<file path="config.mk">
export PLATFORM = sky130hd
export DESIGN_NAME = spi_slave_responder
export DESIGN_NICKNAME = d
export VERILOG_FILES = /design/src/rtl/spi_slave_responder.sv
export SDC_FILE = /design/constraint.sdc
export NUM_CORES = 1
export LEC_CHECK = 0
export ABC_CLOCK_PERIOD_IN_PS = 3550
export BUFFER_PORTS_ARGS = -buffer_cell sky130_fd_sc_hd__buf_2
export CORE_ASPECT_RATIO = 2
export CORE_UTILIZATION = 40
export CTS_BUF_LIST = sky130_fd_sc_hd__clkbuf_8
export DETAILED_ROUTE_END_ITERATION = 8
export GPL_TIMING_DRIVEN = 0
export SKIP_CTS_REPAIR_TIMING = 1
export SYNTH_ARGS = -nofsm -noshare
export SYNTH_HDL_FRONTEND = slang
export SYNTH_SLANG_ARGS = --single-unit
</file>
<file path="constraint.sdc">
create_clock -name clk -period 3.55 [get_ports clk]
set_clock_uncertainty 0.15 [all_clocks]
set_input_delay 0.355 -clock clk [delete_from_list [all_inputs] [get_ports clk]]
set_output_delay 0.355 -clock clk [all_outputs]
set_load 0.02 [all_outputs]
</file>
<file path="src/rtl/spi_slave_responder.sv">
// spi_slave_responder: clock-oversampled SPI slave used as the far-end responder for a master
// under test. Each MOSI frame is captured into rx_data; MISO replays a word latched at frame start.
// All four CPOL/CPHA modes and 8/16/24/32-bit frames are supported.
//
// Optional feature: define SPI_SLAVE_ECHO_EN to reply with the previous rx_data instead of
// tx_data (first frame after reset returns 0; tx_data is then unused).
//
// Ports:
//   clk, rst             system clock, asynchronous active-low reset
//   SCLK, CS, MOSI       SPI bus from the master (asynchronous, synchronized internally)
//   MISO                 registered serial reply to the master
//   CPOL, CPHA           SPI mode, sampled at frame start
//   transaction_length   frame length 0..3 -> 8/16/24/32 bits, sampled at frame start
//   tx_data              reply word, low N bits latched at frame start
//   rx_data, rx_valid    last good frame (right-aligned) and its one-cycle update strobe
//   busy                 frame in progress
//   frame_error          sticky: a frame ended with a bit count other than N
module spi_slave_responder #(
  parameter int unsigned SYNC_STAGES = 2
) (
  input  logic        clk,
  input  logic        rst,
  input  logic        SCLK,
  input  logic        CS,
  input  logic        MOSI,
  output logic        MISO,
  input  logic        CPOL,
  input  logic        CPHA,
  input  logic [1:0]  transaction_length,
  input  logic [31:0] tx_data,
  output logic [31:0] rx_data,
  output logic        rx_valid,
  output logic        busy,
  output logic        frame_error
);

  typedef enum logic [1:0] {StIdle, StActive, StDone} state_e;

  state_e                 state_q;
  logic [SYNC_STAGES-1:0] sclk_sync_q, cs_sync_q, mosi_sync_q;
  logic                   sclk_prev_q, cs_prev_q;
  logic                   cpol_q, cpha_q, pend_q;
  logic [5:0]             n_q, cnt_q;
  logic [31:0]            tx_sr_q, rx_sr_q;

  logic        sclk_s, cs_s, mosi_s;
  logic        sclk_rise, sclk_fall, cs_rise, cs_fall;
  logic        lead_edge, trail_edge, sample_evt, shift_evt;
  logic [5:0]  n_sel;
  logic [31:0] load_word, load_aligned;

  assign sclk_s = sclk_sync_q[SYNC_STAGES-1];
  assign cs_s   = cs_sync_q[SYNC_STAGES-1];
  assign mosi_s = mosi_sync_q[SYNC_STAGES-1];

  assign sclk_rise = ~sclk_prev_q & sclk_s;
  assign sclk_fall = sclk_prev_q & ~sclk_s;
  assign cs_rise   = ~cs_prev_q & cs_s;
  assign cs_fall   = cs_prev_q & ~cs_s;

  assign lead_edge  = cpol_q ? sclk_fall : sclk_rise;
  assign trail_edge = cpol_q ? sclk_rise : sclk_fall;
  assign sample_evt = cpha_q ? trail_edge : lead_edge;
  assign shift_evt  = cpha_q ? lead_edge : trail_edge;

  assign n_sel = {1'b0, transaction_length, 3'b000} + 6'd8;

`ifdef SPI_SLAVE_ECHO_EN
  logic unused_tx_data;
  assign unused_tx_data = ^tx_data;
  assign load_word = rx_data;
`else
  assign load_word = tx_data;
`endif

  // Left-justify the low N bits so the frame MSB sits at bit 31.
  assign load_aligned = load_word << (6'd32 - n_sel);

  always_ff @(posedge clk or negedge rst) begin
    if (!rst) begin
      state_q     <= StIdle;
      // CS chain resets low so a frame already in flight at reset release is not seen as a start.
      sclk_sync_q <= '0;
      cs_sync_q   <= '0;
      mosi_sync_q <= '0;
      sclk_prev_q <= 1'b0;
      cs_prev_q   <= 1'b0;
      cpol_q      <= 1'b0;
      cpha_q      <= 1'b0;
      pend_q      <= 1'b0;
      n_q         <= 6'd0;
      cnt_q       <= 6'd0;
      tx_sr_q     <= '0;
      rx_sr_q     <= '0;
      MISO        <= 1'b0;
      rx_data     <= '0;
      rx_valid    <= 1'b0;
      busy        <= 1'b0;
      frame_error <= 1'b0;
    end else begin
      sclk_sync_q <= {sclk_sync_q[SYNC_STAGES-2:0], SCLK};
      cs_sync_q   <= {cs_sync_q[SYNC_STAGES-2:0], CS};
      mosi_sync_q <= {mosi_sync_q[SYNC_STAGES-2:0], MOSI};
      sclk_prev_q <= sclk_s;
      cs_prev_q   <= cs_s;
      rx_valid    <= 1'b0;

      case (state_q)
        StIdle: begin
          if (cs_fall || pend_q) begin
            pend_q  <= 1'b0;
            cpol_q  <= CPOL;
            cpha_q  <= CPHA;
            n_q     <= n_sel;
            cnt_q   <= 6'd0;
            rx_sr_q <= '0;
            busy    <= 1'b1;
            if (!CPHA) begin
              // Mode with CPHA=0: first bit must be on MISO before the first leading edge.
              MISO    <= load_aligned[31];
              tx_sr_q <= {load_aligned[30:0], 1'b0};
            end else begin
              tx_sr_q <= load_aligned;
            end
            state_q <= StActive;
          end
        end

        StActive: begin
          if (cs_rise) begin
            state_q <= StDone;
          end else begin
            if (sample_evt) begin
              if (cnt_q < n_q) begin
                rx_sr_q <= {rx_sr_q[30:0], mosi_s};
                cnt_q   <= cnt_q + 6'd1;
              end else if (cnt_q == n_q) begin
                // Saturate one past N so an over-long frame is flagged.
                cnt_q <= n_q + 6'd1;
              end
            end
            if (shift_evt && (cnt_q < n_q)) begin
              MISO    <= tx_sr_q[31];
              tx_sr_q <= {tx_sr_q[30:0], 1'b0};
            end
          end
        end

        StDone: begin
          if (cnt_q == n_q) begin
            rx_data  <= rx_sr_q;
            rx_valid <= 1'b1;
          end else begin
            frame_error <= 1'b1;
          end
          // A new frame that starts during this cycle is started from IDLE next cycle.
          if (cs_fall) begin
            pend_q <= 1'b1;
          end
          busy    <= 1'b0;
          MISO    <= 1'b0;
          state_q <= StIdle;
        end

        default: state_q <= StIdle;
      endcase
    end
  end

endmodule

</file>
==> load_flow_metrics.sql <==
INSERT INTO impl_metrics (metric_group, metric, value, unit) VALUES
('outcome', 'outcome', 'finished, final reports clean', ''),
('synthesis', 'asyncSetResetFlopFracSynth', '100.0', '%'),
('setup_path', 'timing.critical_path.required', '3760', 'ps'),
('synthesis', 'synth_top_area_cell', 'sky130_fd_sc_hd__dfrtp_1', ''),
('cts', 'cts_tree', 'yes', ''),
('floorplanning', 'floorplan.die.height', '179', 'µm'),
('pwr', 'internal_power', '3.117', 'mW'),
('drt', 'postRouteWirelength', '16390', 'µm'),
('timing', 'final_hold_viol_count', '0', ''),
('cts', 'cts_max_level', '4', ''),
('pwr', 'static-leakage-power', '3.328', 'nW'),
('finish', 'area_delta_synth_final', '17.87', '%'),
('pwr', 'power.clock.fraction', '26.4', '%'),
('cts', 'cts-buffers-inserted', '17', ''),
('floorplanning', 'ios', '77', ''),
('global_route', 'first_global_vias', '5277', ''),
('setup_path', 'crit_arrival', '3040', 'ps'),
('timing', 'setup_viol', '0', ''),
('timing', 'grt_setup_unrepaired', 'no', ''),
('setup_path', 'setup.worst_path.class', 'flop to flop', ''),
('place', 'numPortBuffers', '75', ''),
('pwr', 'netSwitchingPower', '1.980', 'mW'),
('synthesis', 'synth.lib_cells_used.distinct', '56', ''),
('drt', 'drt.antenna.violating_nets', '0', ''),
('synthesis', 'synthCells', '623', ''),
('place', 'place_congestion', '0.9488', ''),
('finish', 'post_route_cells_drive_above_1_share', '22.31', '%'),
('synthesis', 'netlist.area_leader.share', '48.72', '%'),
('global_route', 'grt_antenna_before_repair', '0', ''),
('timing', 'final_critical_path_setup_slack', '714.2', 'ps'),
('floorplanning', 'core_area', '15290', 'µm²'),
('finish', 'nets', '772', ''),
('global_route', 'grt_overflow_total', '0', ''),
('job', 'reported_max_cap_violation_count', '0', ''),
('timing', 'totalNegativeSetupSlack', '0', 'ps'),
('synthesis', 'synth_top_cells_by_area', 'sky130_fd_sc_hd__dfrtp_1 49%, sky130_fd_sc_hd__mux2i_1 8.0%, sky130_fd_sc_hd__nand2_1 5.9%', ''),
('global_route', 'grt.met1_usage', '20.33', '%'),
('synthesis', 'netlist_top_cells_count', '122 x sky130_fd_sc_hd__dfrtp_1, 98 x sky130_fd_sc_hd__nand2_1, 51 x sky130_fd_sc_hd__o21ai_0', ''),
('drt', 'first_pass_iters', '5', ''),
('drt', 'drc', '0', ''),
('place', 'dp.cells', '897', ''),
('finish', 'layout.cells.non_filler', '933', ''),
('synthesis', 'synth.net_count', '673', ''),
('min_path', 'timing.hold.worst.class', 'input port to flop', ''),
('timing', 'finalMaxSlewViolations', '0', ''),
('global_route', 'largest_net_degree_at_the_start_of_global_routing', '91', ''),
('finish', 'finished_core_util', '48.29', '%'),
('floorplanning', 'core.rowCount', '64', ''),
('setup_path', 'critPathMaxFanout', '10', ''),
('pwr', 'powerDensity', '690.1', 'nW/µm²'),
('pwr', 'power.ir.vdd_worst', '330.1', 'µV'),
('pwr', 'seq_power_share', '36.3', '%'),
('cts', 'clk_pin_slew', '80', 'ps'),
('setup_path', 'setup.worst_path.end_class', 'flop', ''),
('cts', 'worst_skew_pair_later_pin_latency', '440', 'ps'),
('synthesis', 'number_of_synthesized_flops_with_an_enable_pin', '0', ''),
('floorplanning', 'die_x', '90.50', 'µm'),
('synthesis', 'ys.warnings.count', '0', ''),
('timing', 'layout_worst_path_cycle_share', '79.88', '%'),
('global_route', 'grt.met2_usage', '41.86', '%'),
('global_route', 'grt.met3_usage', '4.241', '%'),
('cts', 'clock_tree.root_cell', 'sky130_fd_sc_hd__clkbuf_8', ''),
('pwr', 'power.switching_fraction', '38.85', '%'),
('drt', 'wl_per_cell', '17.57', 'µm'),
('place', 'hpwlAfterDp', '12420', 'µm'),
('global_route', 'top_usage_layer', 'met2', ''),
('synthesis', 'mappedNetlistArea', '6266', 'µm²'),
('finish', 'insertedDiodeCount', '0', ''),
('floorplanning', 'floorplan.die_area', '16200', 'µm²'),
('timing', 'post-route-min-period', '2836', 'ps'),
('floorplanning', 'floorplan.initialDensity', '40.97', '%');
[worst paths after layout]
kind / end / slack, ps / depth (start not counted) / from
setup reg to reg: tx_sr_q[6]$_DFFE_PN0P_ / 710 / 9 / n_q[5]$_DFFE_PN0P_
setup / recovery: tx_sr_q[6]$_DFFE_PN0P_ / 710 / 9 / n_q[5]$_DFFE_PN0P_
hold reg to reg: sclk_sync_q[1]$_DFF_PN0_ / 200 / 0 / sclk_sync_q[0]$_DFF_PN0_
hold / removal: cpol_q$_DFFE_PN0P_ / 30 / 2 / CPOL
max in group asynchronous: tx_sr_q[31]$_DFFE_PN0P_ / 2270 / 3 / rst
min in group asynchronous: rx_data[12]$_DFFE_PN0P_ / 220 / 2 / rst
[flip-flops by register name, indices dropped and copies added (netlist names), 3 cells and up]
signal and cells:
rx_data 32, cnt_q 6, n_q 3, rx_sr_q 32
tx_sr_q 32
[power groups by stage]
stage	Sequential, mW	Combinational [mW]	Clock [mW]
after floorplan	1.84	1.37	0
after global placement	1.86	1.85	0
after detailed placement	1.87	1.90	0
after CTS	1.85	1.91	1.37
after global routing	1.88	2.07	1.43
final	1.85	1.90	1.35
[logic make-up after synthesis]
| kind of cell | count (synthesis) | synth area share [%] |
|---|---|---|
| flip-flops | 122 | 48.72 |
| multiplexers | 74 | 13.74 |
| AO/OA/AOI/OAI | 155 | 17.15 |
| buffers and inverters | 85 | 6.130 |
| XOR/XNOR | 3 | 0.5393 |
| AND/OR/NAND/NOR | 175 | 11.92 |
| adder cells (fa/ha/maj) | 9 | 1.797 |
[placed cells by master (no fill, tap or decap), types with 12 or more instances in the layout]
| cell type | netlist | final |
|---|---|---|
| sky130_fd_sc_hd__dfrtp_1 | 122 | 122 |
| sky130_fd_sc_hd__nand2_1 | 98 | 98 |
| sky130_fd_sc_hd__buf_2 | 12 | 86 |
| sky130_fd_sc_hd__o21ai_0 | 51 | 51 |
| sky130_fd_sc_hd__mux2i_1 | 50 | 50 |
| sky130_fd_sc_hd__inv_1 | 43 | 43 |
| sky130_fd_sc_hd__nor2_1 | 39 | 39 |
| sky130_fd_sc_hd__a21oi_1 | 25 | 25 |
| sky130_fd_sc_hd__clkbuf_1 | 18 | 18 |
| sky130_fd_sc_hd__clkbuf_8 | 0 | 17 |
| sky130_fd_sc_hd__mux2_2 | 16 | 16 |
| sky130_fd_sc_hd__nor2b_1 | 12 | 12 |
[layout make-up]
cell class | count | area [µm²]
clock buffers | 17 | 234.0
clock inverters | 15 | 188.9
plain buffers | 41 | 219.0
well taps | 198 | 247.7
inverters | 44 | 165.2
repair buffers | 80 | 449.2
flip-flops and latches | 122 | 3053
fillers | 1473 | 7909
multi-input cells | 416 | 2829
[metal layers]
metal | vias up | wire length [µm]
met5 | - | 0
met4 | 0 | 703
met3 | 41 | 602
met2 | 166 | 9200
met1 | 2485 | 5886
li1 | 2382 | -
[metrics by stage]
step	total power [mW]	hold WS (ps)	instance area, µm²
6_report	5.097	34.17	7386
5_1_grt	5.389	13.89	7386
4_1_cts	5.128	-359.5	7346
3_5_place_dp	3.776	119.9	6923
3_3_place_gp	3.720	188.8	6889
2_1_floorplan	3.210	-90.59	6266
[worst max-delay path, stage by stage (launching register included)]
cell and delay (ps):
sky130_fd_sc_hd__dfrtp_1 370, sky130_fd_sc_hd__inv_1 50, sky130_fd_sc_hd__ha_1 320, sky130_fd_sc_hd__nor2_1 150
sky130_fd_sc_hd__a21oi_1 110, sky130_fd_sc_hd__buf_2 250, sky130_fd_sc_hd__o31ai_2 840, sky130_fd_sc_hd__buf_4 340
sky130_fd_sc_hd__nor2_1 60, sky130_fd_sc_hd__nor2_1 110
Power figures use the tool's default switching activity.
